[src/rtl/fetch_decode_ctrl.sv]
// Fetch/decode control stage: holds the PC, fetches one instruction per transaction over a
// request/valid handshake and decodes RV32I R-type instructions for the register-file/ALU datapath.
module fetch_decode_ctrl #(
    parameter logic [31:0] RESET_PC       = 32'h0000_0000,
    parameter int unsigned TIMEOUT_CYCLES = 15,
    parameter int unsigned COUNT_W        = 32
) (
    input  logic               clock,
    input  logic               reset,
    input  logic               run,
    output logic               imem_req,
    output logic [31:0]        imem_addr,
    input  logic               imem_rvalid,
    input  logic [31:0]        imem_rdata,
    output logic [4:0]         read_reg_num1,
    output logic [4:0]         read_reg_num2,
    output logic [4:0]         write_reg,
    output logic [3:0]         alu_control,
    output logic               regwrite,
    output logic               illegal_instr,
    output logic               fetch_error,
    output logic [31:0]        pc,
    output logic [COUNT_W-1:0] instr_count
);

    localparam int unsigned     TO_W     = $clog2(TIMEOUT_CYCLES + 1);
    localparam logic [TO_W-1:0] TO_LIMIT = TO_W'(TIMEOUT_CYCLES);

    typedef enum logic [1:0] {
        ST_IDLE = 2'd0,
        ST_REQ  = 2'd1,
        ST_EXEC = 2'd2,
        ST_HALT = 2'd3
    } state_t;

    // Returns {legal, alu_control}; only the ten RV32I R-type ALU operations are legal.
    function automatic logic [4:0] decode_r_type(input logic [31:0] instr);
        logic [4:0] res;
        res = {1'b0, 4'b0000};
        if (instr[6:0] == 7'b0110011) begin
            case ({instr[31:25], instr[14:12]})
                10'b0000000_000: res = {1'b1, 4'b0010};
                10'b0100000_000: res = {1'b1, 4'b0110};
                10'b0000000_001: res = {1'b1, 4'b1000};
                10'b0000000_010: res = {1'b1, 4'b0111};
                10'b0000000_011: res = {1'b1, 4'b1011};
                10'b0000000_100: res = {1'b1, 4'b0100};
                10'b0000000_101: res = {1'b1, 4'b1001};
                10'b0100000_101: res = {1'b1, 4'b1010};
                10'b0000000_110: res = {1'b1, 4'b0001};
                10'b0000000_111: res = {1'b1, 4'b0000};
                default:         res = {1'b0, 4'b0000};
            endcase
        end else begin
            res = {1'b0, 4'b0000};
        end
        return res;
    endfunction

    state_t             state_r;
    logic [31:0]        pc_r;
    logic [COUNT_W-1:0] count_r;
    logic [TO_W-1:0]    to_cnt_r;
    logic               imem_req_r;
    logic [4:0]         rs1_r;
    logic [4:0]         rs2_r;
    logic [4:0]         rd_r;
    logic [3:0]         alu_r;
    logic               regwrite_r;
    logic               illegal_r;
    logic               fetch_error_r;

    logic [4:0]         dec_s;
    logic               dec_legal_s;
    logic [3:0]         dec_alu_s;
    logic [TO_W-1:0]    to_next_s;

    // Decode of the word currently on the fetch bus and next timeout count.
    always_comb begin
        dec_s       = decode_r_type(imem_rdata);
        dec_legal_s = dec_s[4];
        dec_alu_s   = dec_s[3:0];
        to_next_s   = to_cnt_r + TO_W'(1);
    end

    // Control FSM with all outputs registered.
    always_ff @(posedge clock or posedge reset) begin
        if (reset) begin
            state_r       <= ST_IDLE;
            pc_r          <= RESET_PC;
            count_r       <= '0;
            to_cnt_r      <= '0;
            imem_req_r    <= 1'b0;
            rs1_r         <= 5'd0;
            rs2_r         <= 5'd0;
            rd_r          <= 5'd0;
            alu_r         <= 4'd0;
            regwrite_r    <= 1'b0;
            illegal_r     <= 1'b0;
            fetch_error_r <= 1'b0;
        end else begin
            case (state_r)
                ST_IDLE: begin
                    if (run) begin
                        state_r    <= ST_REQ;
                        imem_req_r <= 1'b1;
                    end
                end
                ST_REQ: begin
                    // A response in the same cycle as the final timeout count still completes.
                    if (imem_rvalid) begin
                        state_r    <= ST_EXEC;
                        imem_req_r <= 1'b0;
                        rs1_r      <= imem_rdata[19:15];
                        rs2_r      <= imem_rdata[24:20];
                        rd_r       <= imem_rdata[11:7];
                        if (dec_legal_s) begin
                            alu_r <= dec_alu_s;
                        end
                        regwrite_r <= dec_legal_s && (imem_rdata[11:7] != 5'd0);
                        illegal_r  <= ~dec_legal_s;
                    end else if (to_next_s == TO_LIMIT) begin
                        state_r       <= ST_HALT;
                        imem_req_r    <= 1'b0;
                        fetch_error_r <= 1'b1;
                        to_cnt_r      <= to_next_s;
                    end else begin
                        to_cnt_r <= to_next_s;
                    end
                end
                ST_EXEC: begin
                    regwrite_r <= 1'b0;
                    illegal_r  <= 1'b0;
                    pc_r       <= pc_r + 32'd4;
                    count_r    <= count_r + COUNT_W'(1);
                    to_cnt_r   <= '0;
                    if (run) begin
                        state_r    <= ST_REQ;
                        imem_req_r <= 1'b1;
                    end else begin
                        state_r <= ST_IDLE;
                    end
                end
                ST_HALT: begin
                    imem_req_r <= 1'b0;
                    regwrite_r <= 1'b0;
                    illegal_r  <= 1'b0;
                end
                default: begin
                    state_r    <= ST_HALT;
                    imem_req_r <= 1'b0;
                    regwrite_r <= 1'b0;
                    illegal_r  <= 1'b0;
                end
            endcase
        end
    end

    assign imem_req      = imem_req_r;
    assign imem_addr     = pc_r;
    assign pc            = pc_r;
    assign instr_count   = count_r;
    assign read_reg_num1 = rs1_r;
    assign read_reg_num2 = rs2_r;
    assign write_reg     = rd_r;
    assign alu_control   = alu_r;
    assign regwrite      = regwrite_r;
    assign illegal_instr = illegal_r;
    assign fetch_error   = fetch_error_r;

endmodule

[config.mk]
export PLATFORM = sky130hd
export DESIGN_NAME = fetch_decode_ctrl
export DESIGN_NICKNAME = d
export VERILOG_FILES = /design/src/rtl/fetch_decode_ctrl.sv
export SDC_FILE = /design/constraint.sdc
export NUM_CORES = 1
export LEC_CHECK = 0
export BUFFER_PORTS_ARGS = -buffer_cell sky130_fd_sc_hd__buf_4
export CORE_MARGIN = 4
export CORE_UTILIZATION = 50
export DETAILED_ROUTE_END_ITERATION = 7
export PLACE_DENSITY = 0.8
export SYNTH_ARGS = -nofsm -noshare
export SYNTH_HDL_FRONTEND = slang
export SYNTH_SLANG_ARGS = --single-unit
[constraint.sdc]
create_clock -name clock -period 6.6 [get_ports clock]
set_input_delay 1.32 -clock clock [delete_from_list [all_inputs] [get_ports clock]]
set_output_delay 1.32 -clock clock [all_outputs]
set_load 0.01 [all_outputs]
Yosys cells after proc, flatten, opt, wreduce, memory -nomap -nowiden
Index checks and enable logic that the tools add are counted.

cells by class
  eq/ne operators = 19
  bitwise logic cells = 2
  $add $sub $neg = 3
  muxes and demuxes = 17
  reduce and logical (&&, ||, !) cells = 16

operators by type and width
  cell                     count
  $pmux W5 S10             1
  $eq A10 B3 Y1 const B    4
  $add A32 B1 Y32 const B  1
  $add A32 B3 Y32 const B  1
  $eq A10 B2 Y1 const B    2
  $eq A10 B9 Y1 const B    2
  $eq A10 B1 Y1 const B    1
  $logic_not A10 Y1        1
  $reduce_and A3 Y1        3
  $pmux W4 S2              1
  $reduce_and A2 Y1        4
  $eq A7 B6 Y1 const B     1
  $mux W1                  6
  $mux W2                  3
  $ne A2 B2 Y1 const B     3
  $pmux W2 S3              1
  $mux W5                  1
  $reduce_bool A5 Y1       1
  $add A4 B1 Y4 const B    1
  $eq A2 B2 Y1 const B     2
  $eq A4 B4 Y1 const B     1
  $mux W4                  1
  $pmux W1 S2              2
  $reduce_bool A2 Y1       2
  9 further kinds          11

word-level totals
  input bits = 36
  register bits after elaboration = 93
  output and inout bits = 119
  word-level logic and storage cells = 69

Logic depth before layout (Yosys ltp)
  word-level depth = 6
  gate-level depth with buffers = 8

Least setup slack after synthesis
Ideal clock, no wire load.

  path type = input to register
  start = input imem_rdata[25]
  end = register alu_r[0], in the netlist alu_control[0]
  arrival time = 2.467 ns
  stages = 5
  path slack = 4.008 ns
  data required time = 6.475 ns
  path through = nor4_1 -> and4_1 -> nor2b_1 -> nand2_1 -> mux2_2

on the way
  longest elaborated chain between the ends = 4

ends and longest elaborated chain
  element                                line  RTL
  start: declaration                     14    input logic [31:0] imem_rdata,
  $eq A10 B3 Y1 (tied with other cells)  41    case ({instr[31:25], instr[14:12]})
  $pmux W5 S10 (*)                       41
  $mux W5 (*)                            40    if (instr[6:0] == 7'b0110011) begin
  $reduce_and A3 Y1 (no line)            n/a
  end signal: assignment                 118   alu_r <= dec_alu_s;
  end: declaration                       68    logic [3:0] alu_r;

Mark *: on every way between the ends. The rest lies on a longest branch, timed or not.
A chain may end at the register's enable or synchronous reset.

Worst setup path after layout
  start = register state_r[0]
  end = register count_r[29], in the netlist instr_count[29]

on the way
  longest elaborated chain between the ends = 1

ends and longest elaborated chain
  element                   line  RTL
  start: declaration        60    state_t state_r;
  start signal: assignment  89    state_r <= ST_IDLE;
  start signal: assignment  105   state_r <= ST_REQ;
  start signal: assignment  112   state_r <= ST_EXEC;
  $eq A2 B2 Y1              102   case (state_r)
  end signal: assignment    135   count_r <= count_r + COUNT_W'(1);
  end: declaration          62    logic [COUNT_W-1:0] count_r;

Every way passes these cells.

==> run summary <==
GRT Util Overall -> 18.19%
critical path class -> register to register
status -> finished, final reports clean
DR iter-0 viols -> 75
Sw Ratio -> 32.82%
Congestion Overflow GR -> 0
RSZ-0062 raised after global routing -> false
setup slack, reg-to-reg -> 3860 ps
# fillers -> 707
drt total wl -> 9647 um
hold_sp -> instr_count[31]
Ant. Diodes -> 0
postcts setup bufs -> 0
CTS root buf -> clkbuf_8
Vert. Die Dim -> 102.9 um
Max Clock Skew -> 15.36 ps
final setup TNS -> 0 ps
Gate power share -> 30.8%
Syn Inst Count -> 413
shortest period the worst path allows -> 2737 ps
EDFF count, synth -> 0
Total Nets Final -> 580
H-tree depth -> 3
clock share of power -> 23.1%
final setup vio count -> 0
Reg clk slew, reported paths -> 100 ps
cell mode on critical path -> nand4_1
maximum VDD drop -> 0.1816 mV
crit path capture type -> register
CP Cell Sequence -> inv_1, ha_1, and3_1, nand4_1, nor4_4, nand4_1, xnor2_1
Synth Warn # -> 0
Async SR Flop Fraction -> 100.0%
sequential share of the synthesized area -> 50.54%
number of flip-flops in the largest register -> 32
Leak -> 2.819 nW
WHS Path Cells -> 1
HP Class -> register to register
CTS buffer count -> 9
Worst-Skew Late Latency -> 350 ps
Crit Reg-Reg Endpoint -> instr_count[29]
hold_buf cts -> 0
Startpoint Class -> register
final hold vios -> 0
Crit path required time -> 6820 ps
FF-to-FF path depth -> 7
pre-CTS setup slack -> 3636 ps
FF-to-FF Start -> state_r[0]
CP max FO -> 21
Antenna Violating Nets Remaining -> 0
CTS tree -> yes
io pins -> 155
PD cells -> 290.7 nW/um2
setup ws final -> 3863 ps
hold endpoint -> instr_count[31]
share of cells above drive strength 1 -> 36.23%
largest net degree at the start of global routing -> 53
Yosys cell types -> 49
via count -> 3401
Initial Util -> 51.41%
IO Port Bufs -> 150
Routed WL per cell -> 14.86 um
Slew Viols, Final -> 0
ys flop type -> dfrtp_1
CP arrival -> 2960 ps
Int Pwr -> 1.113 mW
clock buffer depth -> 2
Rel. slew slack -> 49.77%
DRC viols -> 0
DPL Wire Length -> 7250 um
initial antenna violation count -> 0
Sw Pwr -> 543.9 uW
FF+latch count, synth -> 91
Flop pwr share -> 46.1%
Max stage delay on crit path -> 660 ps
Layout Area Growth over Synthesis -> 26.52%
maximum clock frequency -> 365.4 MHz
die area -> 10590 um2
worst slew pin tran -> 753.4 ps
CTS resizes -> 0
1st-pass router iterations -> 4
Post-Synthesis Cell Area -> 4506 um2
max_cap viols -> 0
period utilization -> 41.47%
first-pass GRT wire length -> 15540 um
Via density -> 5.240
Worst path slowest cell -> ha_1
Avg Cell Area, Syn -> 10.91 um2
Placer Congestion -> 0.8323
CTS Sinks -> 91
Core Footprint -> 8763 um2
site row count -> 34
number of global-route vias before repair -> 3361
Die W -> 102.9 um
layout by cell type (no fill, tap or decap), types with 7 or more instances in the layout:
master	instances
a21oi_1	7
and4_1	9
buf_4	151
clkbuf_8	9
dfrtp_1	91
ha_1	8
inv_1	12
mux2_2	20
nand2_1	37
nand3_1	17
nand4_1	17
nor2_1	27
nor3_1	7
xnor2_1	41
xor2_1	21
layout make-up:
cell class / count / area (um2) / area share [%]
Timing Repair Buffer: 151 / 1134 / 19.89
Inverter: 13 / 50.05 / 0.8780
Multi-Input combinational cell: 270 / 1904 / 33.41
Sequential cell: 91 / 2277 / 39.95
Clock buffer: 10 / 127.6 / 2.239
Tap cell: 108 / 135.1 / 2.371
Clock inverter: 6 / 72.57 / 1.273
worst max-delay path by stage:
stage	end	slack, ps	from
final	instr_count[29]	3860	state_r[0]
after global routing	instr_count[29]	3680	state_r[0]
after CTS	instr_count[29]	3820	state_r[0]
after detailed placement	regwrite	3640	imem_rdata[25]
after global placement	alu_control[2]	3770	imem_rvalid
after floorplan	alu_control[0]	2920	reset
critical path: cells and delay by family, from the launching register on:
| kind | cells | cell delay [ps] |
|---|---|---|
| fa+ha+maj | 1 | 660 |
| simple gates | 4 | 1270 |
| xor+xnor | 1 | 150 |
| flops | 1 | 420 |
| buf+inv | 1 | 120 |
metrics by stage:
| stage | total power, mW | area, um2 | util (%) | cells | hold slack (ps) |
|---|---|---|---|---|---|
| 5_1_grt | 1.765 | 5700 | 65.05 | 649 | 518.4 |
| 4_1_cts | 1.677 | 5700 | 65.05 | 649 | 489.6 |
| 2_1_floorplan | 1.068 | 4517 | - | 416 | 506.4 |
| 6_report | 1.657 | 5700 | 65.05 | 649 | 482.8 |
| 3_3_place_gp | 1.269 | 5500 | 62.76 | 633 | 464.8 |
| 3_5_place_dp | 1.293 | 5500 | 62.76 | 633 | 463.5 |
cells by family (layout without fill, tap and decap cells):
kind of cell | Yosys count | count (layout) | synth area share, %
buffers and inverters | 55 | 180 | 7.442
AND/OR/NAND/NOR | 145 | 145 | 17.77
flip-flops | 91 | 91 | 50.54
XOR/XNOR | 63 | 63 | 12.41
multiplexers | 22 | 22 | 5.443
adder cells (fa/ha/maj) | 8 | 8 | 2.222
other | 1 | 4 | 0.08323
AO/OA/AOI/OAI | 28 | 28 | 4.083
power groups by stage:
stage | sequential [mW] | clock, mW | combinational [mW]
6_report | 0.764 | 0.382 | 0.511
3_3_place_gp | 0.768 | 0 | 0.501
4_1_cts | 0.764 | 0.393 | 0.519
2_1_floorplan | 0.792 | 0 | 0.275
5_1_grt | 0.783 | 0.414 | 0.568
3_5_place_dp | 0.775 | 0 | 0.518
layer usage:
| metal | track usage (%) | part of all wire (%) | vias to the layer above |
|---|---|---|---|
| li1 | - | - | 1628 |
| met1 | 23.93 | 43 | 1644 |
| met2 | 29.75 | 48 | 118 |
| met3 | 4.465 | 8.0 | 11 |
| met4 | 5.578 | 1.3 | 0 |
| met5 | 0 | 0 | - |
cell usage after synthesis, types with 7 or more instances:
cell type	count	area, um2
inv_1	13	48.80
nand2_1	37	138.9
nor3_1	7	35.03
mux2_2	20	225.2
xnor2_1	41	359.1
dfrtp_1	91	2277
buf_4	34	255.2
a21oi_1	7	35.03
nand3_1	17	85.08
xor2_1	21	183.9
ha_1	8	100.1
nor2_1	27	101.4
nand4_1	17	106.4
and4_1	9	78.83
Note: power is estimated with default switching activity, not from simulation.
